[config.mk]
export PLATFORM = sky130hd
export DESIGN_NAME = dma_xfer_scheduler
export DESIGN_NICKNAME = d
export VERILOG_FILES = /design/src/rtl/dma_xfer_scheduler.sv
export SDC_FILE = /design/constraint.sdc
export NUM_CORES = 1
export LEC_CHECK = 0
export BUFFER_PORTS_ARGS = -buffer_cell sky130_fd_sc_hd__buf_2
export CAP_MARGIN = 20
export CORE_MARGIN = 4
export CORE_UTILIZATION = 30
export DETAILED_ROUTE_END_ITERATION = 8
export GPL_ROUTABILITY_DRIVEN = 0
export HOLD_SLACK_MARGIN = 0.15
export SLEW_MARGIN = 20
export SYNTH_ARGS = -nofsm -noshare
export SYNTH_HDL_FRONTEND = slang
export SYNTH_SLANG_ARGS = --single-unit
[constraint.sdc]
create_clock -name M_AXI_ACLK -period 8.48 [get_ports M_AXI_ACLK]
set_clock_uncertainty 0.05 [all_clocks]
set_input_delay 1.696 -clock M_AXI_ACLK [delete_from_list [all_inputs] [get_ports M_AXI_ACLK]]
set_output_delay 1.696 -clock M_AXI_ACLK [all_outputs]
set_load 0.05 [all_outputs]
[src/rtl/dma_xfer_scheduler.sv]
// Descriptor queue plus launch/complete FSM for the DMA read and write masters.
// Each descriptor starts both masters together, then waits for both done pulses.
module dma_xfer_scheduler #(
    parameter int unsigned C_ADDR_WIDTH     = 32,
    parameter int unsigned C_LEN_WIDTH      = 32,
    parameter int unsigned C_QUEUE_DEPTH    = 4,
    parameter int unsigned C_TIMEOUT_CYCLES = 1048576
) (
    input  logic                    M_AXI_ACLK,
    input  logic                    M_AXI_ARESETN,
    input  logic                    i_cmd_valid,
    output logic                    o_cmd_ready,
    input  logic [C_ADDR_WIDTH-1:0] i_cmd_src,
    input  logic [C_ADDR_WIDTH-1:0] i_cmd_dst,
    input  logic [C_LEN_WIDTH-1:0]  i_cmd_len,
    output logic                    o_rd_start,
    output logic [C_ADDR_WIDTH-1:0] o_rd_src_addr,
    output logic [C_LEN_WIDTH-1:0]  o_rd_total_len,
    input  logic                    i_rd_done,
    output logic                    o_wr_start,
    output logic [C_ADDR_WIDTH-1:0] o_wr_dst_addr,
    output logic [C_LEN_WIDTH-1:0]  o_wr_total_len,
    input  logic                    i_wr_done,
    input  logic                    i_err_clear,
    output logic                    o_busy,
    output logic                    o_irq,
    output logic                    o_err_timeout,
    output logic                    o_err_align,
    output logic [15:0]             o_done_count,
    output logic [2:0]              o_queue_level
);
    localparam int unsigned AW = $clog2(C_QUEUE_DEPTH);
    localparam int unsigned LW = AW + 1;

    typedef enum logic [2:0] {
        S_IDLE, S_LOAD, S_START, S_RUN, S_DONE, S_HALT
    } state_t;

    state_t state, state_nxt;

    logic [C_ADDR_WIDTH-1:0] q_src [C_QUEUE_DEPTH];
    logic [C_ADDR_WIDTH-1:0] q_dst [C_QUEUE_DEPTH];
    logic [C_LEN_WIDTH-1:0]  q_len [C_QUEUE_DEPTH];
    logic [AW-1:0]           wr_ptr, rd_ptr;
    logic [LW-1:0]           level, level_nxt;
    logic                    cmd_ready;
    logic                    push, pop;
    logic                    rd_seen, wr_seen;
    logic [31:0]             wd_cnt;
    logic                    both_done, wd_expired, misaligned, len_zero;

    assign push        = i_cmd_valid && cmd_ready;
    assign o_cmd_ready = cmd_ready;
    // a done pulse in the current RUN cycle counts immediately
    assign both_done   = (rd_seen || i_rd_done) && (wr_seen || i_wr_done);
    assign wd_expired  = (C_TIMEOUT_CYCLES != 0) &&
                         (wd_cnt == 32'(C_TIMEOUT_CYCLES - 1));
    assign len_zero    = (o_rd_total_len == '0);
    assign misaligned  = (o_rd_total_len[1:0] != 2'b00) ||
                         (o_rd_src_addr[1:0] != 2'b00) ||
                         (o_wr_dst_addr[1:0] != 2'b00);

    assign o_rd_start    = (state == S_START);
    assign o_wr_start    = (state == S_START);
    assign o_busy        = (state == S_LOAD) || (state == S_START) ||
                           (state == S_RUN)  || (state == S_DONE);
    assign o_queue_level = 3'(level);

    always_comb begin
        state_nxt = state;
        pop       = 1'b0;
        case (state)
            S_IDLE:  if (level != '0) begin
                         pop       = 1'b1;
                         state_nxt = S_LOAD;
                     end
            S_LOAD:  if (len_zero)        state_nxt = S_DONE;
                     else if (misaligned) state_nxt = S_IDLE;
                     else                 state_nxt = S_START;
            S_START: state_nxt = S_RUN;
            S_RUN:   if (both_done)       state_nxt = S_DONE;
                     else if (wd_expired) state_nxt = S_HALT;
            S_DONE:  state_nxt = S_IDLE;
            S_HALT:  if (i_err_clear)     state_nxt = S_IDLE;
            default: state_nxt = S_IDLE;
        endcase
    end

    always_comb begin
        level_nxt = level;
        if (push && !pop)      level_nxt = level + 1'b1;
        else if (!push && pop) level_nxt = level - 1'b1;
    end

    // queue storage needs no reset; the pointers define validity
    always_ff @(posedge M_AXI_ACLK) begin
        if (push) begin
            q_src[wr_ptr] <= i_cmd_src;
            q_dst[wr_ptr] <= i_cmd_dst;
            q_len[wr_ptr] <= i_cmd_len;
        end
    end

    always_ff @(posedge M_AXI_ACLK) begin
        if (!M_AXI_ARESETN) begin
            state          <= S_IDLE;
            wr_ptr         <= '0;
            rd_ptr         <= '0;
            level          <= '0;
            cmd_ready      <= 1'b0;
            rd_seen        <= 1'b0;
            wr_seen        <= 1'b0;
            wd_cnt         <= '0;
            o_rd_src_addr  <= '0;
            o_rd_total_len <= '0;
            o_wr_dst_addr  <= '0;
            o_wr_total_len <= '0;
            o_irq          <= 1'b0;
            o_err_timeout  <= 1'b0;
            o_err_align    <= 1'b0;
            o_done_count   <= '0;
        end else begin
            state     <= state_nxt;
            level     <= level_nxt;
            cmd_ready <= (level_nxt < LW'(C_QUEUE_DEPTH));
            o_irq     <= 1'b0;

            if (push) wr_ptr <= wr_ptr + 1'b1;
            if (pop) begin
                rd_ptr         <= rd_ptr + 1'b1;
                o_rd_src_addr  <= q_src[rd_ptr];
                o_rd_total_len <= q_len[rd_ptr];
                o_wr_dst_addr  <= q_dst[rd_ptr];
                o_wr_total_len <= q_len[rd_ptr];
            end

            if (i_err_clear) begin
                o_err_align <= 1'b0;
                if (state == S_HALT) o_err_timeout <= 1'b0;
            end

            case (state)
                S_LOAD: if (!len_zero && misaligned) begin
                            o_err_align <= 1'b1;
                            o_irq       <= 1'b1;
                        end
                S_START: begin
                    rd_seen <= i_rd_done;
                    wr_seen <= i_wr_done;
                    wd_cnt  <= '0;
                end
                S_RUN: begin
                    rd_seen <= rd_seen || i_rd_done;
                    wr_seen <= wr_seen || i_wr_done;
                    wd_cnt  <= wd_cnt + 1'b1;
                    if (!both_done && wd_expired) begin
                        o_err_timeout <= 1'b1;
                        o_irq         <= 1'b1;
                    end
                end
                S_DONE: begin
                    o_irq        <= 1'b1;
                    o_done_count <= o_done_count + 1'b1;
                end
                default: ;
            endcase
        end
    end
endmodule

==> results of run 1 <==
-- per-layer routing --
| metal | global-route usage [%] | wire length, um | vias up |
|---|---|---|---|
| met5 | 0 | 114 | - |
| met4 | 2.66 | 823 | 20 |
| met3 | 4.18 | 3560 | 83 |
| met2 | 21.9 | 23100 | 315 |
| met1 | 16.9 | 20900 | 5976 |
| li1 | - | - | 5445 |
-- placed cells by master (no fill, tap or decap), drive strengths merged, types with 18 or more instances in the layout --
| cell | n |
|---|---|
| clkinv | 26 |
| nor2 | 50 |
| mux4 | 96 |
| buf | 266 |
| nand2 | 226 |
| nand3 | 18 |
| nand4 | 19 |
| nor4 | 22 |
| a21oi | 111 |
| dfxtp | 160 |
| edfxtp | 384 |
| clkbuf | 79 |
| xor2 | 19 |
-- how the worst max path moves through the flow --
stage / start / to
2_1_floorplan: i_cmd_valid / q_dst[0][0]
3_3_place_gp: i_cmd_valid / q_dst[1][9]
3_5_place_dp: i_cmd_valid / q_src[2][13]
4_1_cts: state[1] / o_wr_start
5_1_grt: state[1] / o_wr_start
6_report: state[1] / o_wr_start
-- worst max-delay path, delay by kind of cell, from the launching register on --
| kind | cells | cell delay (ns) |
|---|---|---|
| buffers and inverters | 2 | 0.41 |
| DFF | 1 | 0.52 |
| and+or+nand+nor | 2 | 0.95 |
-- sequential cells by signal (all words and copies together) (netlist names) --
| signal | flops |
|---|---|
| o_wr_total_len | 32 |
| wr_seen | 1 |
| o_irq | 1 |
| o_done_count | 16 |
| o_queue_level | 3 |
| q_len | 128 |
| wr_ptr | 2 |
| o_err_timeout | 1 |
| rd_seen | 1 |
| rd_ptr | 2 |
| o_rd_src_addr | 32 |
| q_dst | 128 |
| o_err_align | 1 |
| o_wr_dst_addr | 32 |
| q_src | 128 |
| o_cmd_ready | 1 |
| wd_cnt | 32 |
| state | 3 |
-- cell type report --
class                   instances  area (um^2)
diodes                          5         12.5
clock buffers                  79         1630
clock inverters                33          294
fillers                      6449        43200
inverters                      13         53.8
multi-input cells             678         5290
flip-flops and latches        544        14700
well taps                     873         1090
repair buffers                266         1360
-- report_power, final --
group | leakage [nW] | total [mW] | switching, mW | internal (mW)
logic | 2.75 | 2.61 | 1.93 | 0.681
clock network | 0.943 | 2.50 | 1.05 | 1.45
registers | 4.78 | 3.48 | 0.267 | 3.21
-- kinds of logic (layout without fill, tap and decap cells) --
| kind of cell | Yosys count | count (layout) | share of synthesized area, % |
|---|---|---|---|
| other | 0 | 5 | 0 |
| adders and majority gates | 11 | 11 | 0.669 |
| AOI/OAI and AO/OA | 141 | 141 | 3.68 |
| muxes | 100 | 100 | 10.7 |
| xor gates and xnor gates | 36 | 36 | 1.53 |
| DFF | 544 | 544 | 71.6 |
| buffers and inverters | 114 | 391 | 2.83 |
| and+or+nand+nor | 390 | 390 | 9.00 |
==> out/metrics.yaml, run 1 <==
finish:
  layout-drive-gt1-share_pct: 29.6
  stdcell_area_um2: 24500
  final_util_pct: 36.2
  nets: 1675
  syn_to_final_growth_pct: 18.9
  instances_no_fill: 2491
clock_network:
  cts_tree: "built"
  cts_buffer_depth: 3
  cts_setup_buffers: 0
  root_buffer: "clkbuf_16"
  cts_made_buffers: 59
  clk_pin_slew_ns: 0.06
  cts.sinks: 544
  htreeDepth: 2
  clk_latency_ns: 0.62
  cts_resized: 0
  cts_hold_buf: 0
yosys:
  yosys_warnings: 0
  yosysMostFrequentCell: "edfxtp_1"
  synth_common_cells: "384 x edfxtp_1, 226 x nand2_1, 160 x dfxtp_1, 111 x a21oi_1, 96 x mux4_2"
  async_flop_share_pct: 0
  ys_seq_area_share_pct: 71.6
  synth_cell_types: 53
  netlist_area_um2: 20600
  ys_top_cells_by_area: "edfxtp_1 56%, dfxtp_1 16%, mux4_2 11%"
  synth_top_area_cell: "edfxtp_1"
  yosysTopAreaCellShare_pct: 56.0
  synth_nets: 1449
  synth-edff-count: 384
  synth_flop_cell: "edfxtp_1"
  syn_avg_cell_area_um2: 15.4
  ys_ff_latch: 544
  syn-instance-count: 1336
worst_hold_path:
  hp-start: "o_rd_src_addr[16]"
  hp-class: "reg -> reg"
  worstHoldPathCells: 2
  hold_end: "o_rd_src_addr[16]"
routing:
  first_pass_iters: 5
  vias_per_cell: 4.75
  drtAntennaViolNets: 0
  drc: 0
  drt-initial-drc-count: 717
  wl_per_cell_um: 19.5
  drt_wl_total_um: 48500
  vias: 11800
setup_path:
  cp_max_fo: 10
  reg2reg_depth: 6
  rr_startpoint: "state[0]"
  slowest_stage: "nor2b_1"
  r2r-end: "o_wr_total_len[16]"
  startpoint_type: "flip-flop"
  cp_data_required_time_ns: 6.73
  crit_path_cell_trace: "nor2b_1 -> nand2b_1 -> inv_1 -> buf_2"
  cpPeakStageDelay_ns: 0.61
  cp_data_arrival_time_ns: 2.47
  cp-end-kind: "output pin"
  rrSetupSlack_ns: 5.07
  critPathKind: "reg -> out"
place:
  dp_cells: 2374
  portBuffers: 255
  placed_cell_area_um2: 22500
  dp_slack_ns: 4.53
  dp_hpwl_um: 29800
power_and_ir_drop:
  ir_worst_vdd_mv: 0.275
  finalPower_mw: 8.59
  powerDensity_nw_per_um2: 351
  p_leak_nw: 8.48
floorplan:
  initial_core_util_pct: 30.4
  std_cell_rows: 95
  core_area_um2: 67600
  fp.dieW_um: 270
  die-area_um2: 72900
  io_pins: 256
  die_h_um: 270
global_routing:
  antenna_found_initial: 19
  grtUsageTotal_pct: 13.1
  grt_max_degree: 73
  grt_pass1_vias: 12200
  gr-total-overflow: 0
  grt_pass1_wl_um: 74500
sta:
  hold_slack_ns: 0.400
  slew_violations: 0
  fmax_ghz: 0.237
  hold_violations: 0
  max_slew.worst_pin.slew_ns: 0.985
  layout_setup_ws_ns: 4.26
  tns_ns: 0
  slew_headroom_pct: 33.7
  finalCritPeriodShare_pct: 49.7
  grt_setup_unrepaired: "no"
  setup_viol: 0
  period_minus_slack_ns: 4.22
run_status:
  status: "complete, no violations"
run:
  timing.max_cap.violations: 0
Note: power is estimated with default switching activity, not from simulation.
==> run 2: changes to the inputs <==
==> constraint.sdc (replaced) <==
create_clock -name M_AXI_ACLK -period 4.3 [get_ports M_AXI_ACLK]
set_clock_uncertainty 0.05 [all_clocks]
set_input_delay 0.86 -clock M_AXI_ACLK [delete_from_list [all_inputs] [get_ports M_AXI_ACLK]]
set_output_delay 0.86 -clock M_AXI_ACLK [all_outputs]
set_load 0.05 [all_outputs]
==> run 2 against run 1 <==
Net effect: global-route usage up 0.19 points; critical path type unchanged; highest routed layer unchanged; final cell count rose by 0.36%; core utilization increased by 0.42 points.
==> out/metrics.yaml, run 2 (synthesis gave the netlist of run 1 again) <==
run_status:
  status: "complete, no violations"  # unchanged
setup_path:
  cp-end-kind: "output pin"  # unchanged
  startpoint_type: "flip-flop"  # unchanged
  cp_data_arrival_time_ns: 2.37  # was 2.47 ns
  rrSetupSlack_ns: 1.58  # was 5.07 ns
  cp_max_fo: 10  # unchanged
  cp_data_required_time_ns: 3.39  # was 6.73 ns
  critPathKind: "reg -> out"  # unchanged
global_routing:
  grt_pass1_vias: 12400  # was 12200
  antenna_found_initial: 20  # was 19
  grt_pass1_wl_um: 75200  # was 74500 um
  gr-total-overflow: 0  # unchanged
  grtUsageTotal_pct: 13.3  # was 13.1%
  grt_max_degree: 97  # was 73
sta:
  grt_setup_unrepaired: "no"  # unchanged
  hold_violations: 0  # unchanged
  tns_ns: 0  # unchanged
  finalCritPeriodShare_pct: 76.3
  period_minus_slack_ns: 3.28
  fmax_ghz: 0.305
  max_slew.worst_pin.slew_ns: 0.886  # was 0.985 ns
  setup_viol: 0  # unchanged
  slew_violations: 0  # unchanged
  slew_headroom_pct: 40.4  # was 33.7%
clock_network:
  cts_made_buffers: 59  # unchanged
  cts_setup_buffers: 0  # unchanged
  cts.sinks: 544  # unchanged
  clk_latency_ns: 0.62  # about the same
  cts_buffer_depth: 3  # unchanged
  htreeDepth: 2  # unchanged
  clk_pin_slew_ns: 0.06  # about the same
  cts_resized: 0  # unchanged
  cts_hold_buf: 0  # unchanged
  cts_tree: "built"  # unchanged
  root_buffer: "clkbuf_16"  # unchanged
power_and_ir_drop:
  powerDensity_nw_per_um2: 703  # was 351 nW/um^2
  ir_worst_vdd_mv: 0.569  # was 0.275 mV
  p_leak_nw: 8.59  # was 8.48 nW
finish:
  nets: 1683  # was 1675
  layout_common_cells: "384 x edfxtp_1, 255 x buf_2, 225 x nand2_1, 158 x dfxtp_1, 111 x a21oi_1"  # unchanged
  layout-drive-gt1-share_pct: 30.2  # was 29.6%
  mostFrequentLayoutCell: "edfxtp_1"  # unchanged
  stdcell_area_um2: 24800  # was 24500 um^2
  syn_to_final_growth_pct: 20.3  # was 18.9%
  largestRegisters: "q_dst (128), q_len (128), q_src (128)"  # unchanged
floorplan:
  die-area_um2: 72900  # unchanged
  initial_core_util_pct: 30.4  # unchanged
  fp.dieW_um: 270  # unchanged
  die_h_um: 270  # unchanged
  std_cell_rows: 95  # unchanged
  io_pins: 256  # unchanged
  core_area_um2: 67600  # unchanged
routing:
  wl_per_cell_um: 19.8  # was 19.5 um
  drc: 0  # unchanged
  drt_wl_total_um: 49500  # was 48500 um
  drtAntennaViolNets: 0  # unchanged
  first_pass_iters: 5  # unchanged
  vias_per_cell: 4.75  # about the same
  drt-initial-drc-count: 683  # was 717
  vias: 11900  # was 11800
run:
  timing.max_cap.violations: 0  # unchanged
place:
  portBuffers: 255  # unchanged
  dp_hpwl_um: 29600  # was 29800 um
  placed_cell_area_um2: 22700  # was 22500 um^2
worst_hold_path:
  hp-class: "in -> reg"  # was reg -> reg
[run 2: changes by cell type in the layout (fill, tap and decap cells not counted), sizes merged]
cell / before / now
inv: 15 / 19
bufinv: 3 / 9
clkinvlp: 2 / 3
buf: 266 / 274
clkinv: 26 / 16
clkbuf: 79 / 78
diode: 5 / 6
[run 2: worst max-delay path: stages (launching register included)]
cell      delay [ns]
dfxtp_1         0.52
nor2b_1         0.57
nand2b_1        0.29
inv_1           0.13
buf_2           0.27
[run 2: power by group]
part           total, mW  internal, mW  switching, mW  leakage (nW)
Clock               5.28          3.17           2.11         0.992
Combinational       5.26          1.40           3.85          2.82
Sequential          6.87          6.33          0.539          4.78
Total               17.4          10.9           6.50          8.59
[run 2: layout make-up]
class	instances	area, um^2
Antenna cell	6	15.0
Clock buffer	78	1600
Clock inverter	34	449
Fill cell	6364	42900
Inverter	13	53.8
Multi-Input combinational cell	678	5290
Sequential cell	544	14700
Tap cell	873	1090
Timing Repair Buffer	274	1520
[run 2: worst paths after layout]
check | cells after the start | end | startpoint
worst min register to register | 2 | o_rd_src_addr[26] | o_rd_src_addr[26]
worst min-delay path | 1 | q_dst[0][4] | i_cmd_dst[4]
worst max-delay path | 4 | o_rd_start | state[1]
worst max register to register | 6 | o_wr_dst_addr[10] | state[0]
[run 2: layer usage]
layer	part of all wire, %	track usage (%)	vias to the layer above
li1	-	-	5464
met1	42	16.8	5971
met2	48	22.0	307
met3	7.3	4.10	103
met4	2.6	4.18	18
met5	0.24	0	-
[run 2: per-stage QoR]
| step | util (%) | hold WS [ns] | power (mW) | cells | setup slack [ns] |
|---|---|---|---|---|---|
| after floorplan | - | 0.413 | 10.8 | 1336 | 0.645 |
| after global placement | 33.6 | 0.389 | 12.3 | 2382 | 1.62 |
| after detailed placement | 33.6 | 0.394 | 12.3 | 2382 | 1.47 |
| after CTS | 36.6 | 0.334 | 17.7 | 2494 | 0.952 |
| after global routing | 36.6 | 0.356 | 18.3 | 2497 | 0.762 |
| final | 36.6 | 0.398 | 17.4 | 2500 | 1.02 |
==> run 3: changes to the inputs <==
==> constraint.sdc (replaced) <==
create_clock -name M_AXI_ACLK -period 2.7 [get_ports M_AXI_ACLK]
set_clock_uncertainty 0.05 [all_clocks]
set_input_delay 0.54 -clock M_AXI_ACLK [delete_from_list [all_inputs] [get_ports M_AXI_ACLK]]
set_output_delay 0.54 -clock M_AXI_ACLK [all_outputs]
set_load 0.05 [all_outputs]
==> run 3 against run 2 <==
Net effect: worst hold slack worse by 0.18 ns; final cell count up 4.7%; sequential share of layout area down 2.6 points; non-clock buffer count up 119; global-route usage up 0.25 points.
==> out/metrics.yaml, run 3 (synthesis gave the netlist of run 1 again) <==
run_status:
  status: "complete, no violations"  # unchanged
finish:
  mostFrequentLayoutCell: "edfxtp_1"  # unchanged
  syn_to_final_growth_pct: 25.7  # was 20.3%
  largestRegisters: "q_dst (128), q_len (128), q_src (128)"  # unchanged
  nets: 1802  # was 1683
  layout_common_cells: "384 x edfxtp_1, 253 x buf_2, 225 x nand2_1, 155 x dfxtp_1, 111 x a21oi_1"  # was 384 x edfxtp_1, 255 x buf_2, 225 x nand2_1, 158 x dfxtp_1, 111 x a21oi_1
  layout-drive-gt1-share_pct: 29.7  # was 30.2%
  final_util_pct: 38.3  # was 36.6%
  stdcell_area_um2: 25900  # was 24800 um^2
clock_network:
  cts_made_buffers: 59  # unchanged
  htreeDepth: 2  # unchanged
  cts.sinks: 544  # unchanged
  clk_latency_ns: 0.61  # was 0.62 ns
  cts_tree: "built"  # unchanged
  clk_pin_slew_ns: 0.06  # about the same
  cts_buffer_depth: 3  # unchanged
  root_buffer: "clkbuf_16"  # unchanged
run:
  timing.max_cap.violations: 0  # unchanged
routing:
  first_pass_iters: 5  # unchanged
  vias_per_cell: 4.69  # was 4.75
  drtAntennaViolNets: 0  # unchanged
  vias: 12300  # was 11900
  wl_per_cell_um: 19.2  # was 19.8 um
  drc: 0  # unchanged
  drt-initial-drc-count: 615  # was 683
  drt_wl_total_um: 50300  # was 49500 um
sta:
  slew_violations: 0  # unchanged
  setup_viol: 0  # unchanged
  hold_violations: 0  # unchanged
  period_minus_slack_ns: 2.47
  finalCritPeriodShare_pct: 91.4
  slew_headroom_pct: 47.5  # was 40.4%
  fmax_ghz: 0.405
  tns_ns: 0  # unchanged
  max_slew.worst_pin.slew_ns: 0.787  # was 0.886 ns
  grt_setup_unrepaired: "no"  # unchanged
global_routing:
  grt_pass1_vias: 12700  # was 12400
  grt.met1_usage_pct: 17.2  # was 16.8%
  gr-total-overflow: 0  # unchanged
  grt_pass1_wl_um: 77000  # was 75200 um
  grt_util_met2_pct: 23.2  # was 22.0%
  use_met3_pct: 3.59  # was 4.10%
  top_usage_layer: "met2"  # unchanged
  grtUsageTotal_pct: 13.6  # was 13.3%
  antenna_found_initial: 5  # was 20
  grt_max_degree: 65  # was 97
place:
  dp_hpwl_um: 30600  # was 29600 um
  portBuffers: 255  # unchanged
  placed_cell_area_um2: 22900  # was 22700 um^2
setup_path:
  crit_path_cell_trace: "nor2b_1 -> buf_4 -> nand2b_2 -> inv_1 -> clkbuf_4"  # was nor2b_1 -> nand2b_1 -> inv_1 -> buf_2
  rrSetupSlack_ns: 0.65  # was 1.58 ns
  r2r-end: "o_irq"  # was o_wr_dst_addr[10]
  critPathKind: "reg -> out"  # unchanged
  slowest_stage: "dfxtp_2"  # was nor2b_1
  rr_startpoint: "o_wr_total_len[23]"  # was state[0]
  startpoint: "state[1]"  # unchanged
  cp_max_fo: 10  # unchanged
  cp-end-kind: "output pin"  # unchanged
  cp_data_required_time_ns: 2.11  # was 3.39 ns
  startpoint_type: "flip-flop"  # unchanged
  cpPeakStageDelay_ns: 0.44  # was 0.57 ns
  reg2reg_depth: 5  # was 6
  cp_data_arrival_time_ns: 1.88  # was 2.37 ns
floorplan:
  io_pins: 256  # unchanged
  std_cell_rows: 95  # unchanged
  core_area_um2: 67600  # unchanged
  die-area_um2: 72900  # unchanged
  fp.dieW_um: 270  # unchanged
  initial_core_util_pct: 30.4  # unchanged
  die_h_um: 270  # unchanged
worst_hold_path:
  worstHoldPathCells: 3  # was 1
  hp-start: "i_err_clear"  # was i_cmd_dst[4]
  hp-class: "in -> reg"  # unchanged
  hold_end: "o_err_align"  # was q_dst[0][4]
power_and_ir_drop:
  p_leak_nw: 9.08  # was 8.59 nW
  ir_worst_vdd_mv: 0.808  # was 0.569 mV
  powerDensity_nw_per_um2: 1070  # was 703 nW/um^2
## run 3: repair_timing
item / in CTS / in global routing
gates resized for setup: 2 / 5
endpoints found under the setup margin: 3 / 3
endpoints found under the hold margin: 386 / 0
gates cloned: 0 / 0
setup buffers: 0 / 0
hold buffers: 98 / 0
pin swaps: 0 / 0
## run 3: worst max-delay path: cells and delay by family, from the launching register on
| kind | cells | cell delay, ns |
|---|---|---|
| and+or+nand+nor | 2 | 0.30 |
| buffers and inverters | 3 | 0.52 |
| DFF | 1 | 0.44 |
## run 3: how the worst max path moves through the flow
| stage | end | slack, ns | cells after the start |
|---|---|---|---|
| after floorplan | q_dst[0][0] | 0.21 | 1 |
| after global placement | o_wr_dst_addr[0] | 0.53 | 5 |
| after detailed placement | o_wr_dst_addr[30] | 0.47 | 5 |
| after global routing | o_rd_start | 0.07 | 5 |
| final | o_rd_start | 0.23 | 5 |
| after CTS | o_rd_start | 0.06 | 5 |
## run 3: report_power, final
group	total (mW)	switching [mW]	leakage (nW)	internal [mW]
sequential	10.8	0.728	4.78	10.1
clock	7.92	3.32	0.944	4.60
combinational	8.87	6.37	3.35	2.50
## run 3: layout make-up
class	count	area, um^2
well taps	873	1090
fillers	6325	41800
multi-input cells	678	5300
clock buffers	80	1620
repair buffers	393	2740
clock inverters	31	319
diodes	6	15.0
flip-flops and latches	544	14700
inverters	13	53.8
## run 3: through the flow
stage	hold WS (ns)	cells	power (mW)	setup WS [ns]
after global placement	0.388	2403	19.8	0.535
final	0.219	2618	27.6	0.231
after detailed placement	0.393	2403	19.9	0.469
after CTS	0.150	2612	28.1	0.0624
after floorplan	0.413	1336	17.2	0.214
after global routing	0.209	2615	29.0	0.0707
## run 3: per-layer routing
layer	share of wire (%)	vias up
met3	6.8	61
li1	-	5706
met2	49	327
met1	42	6193
met4	2.0	0
met5	0	-
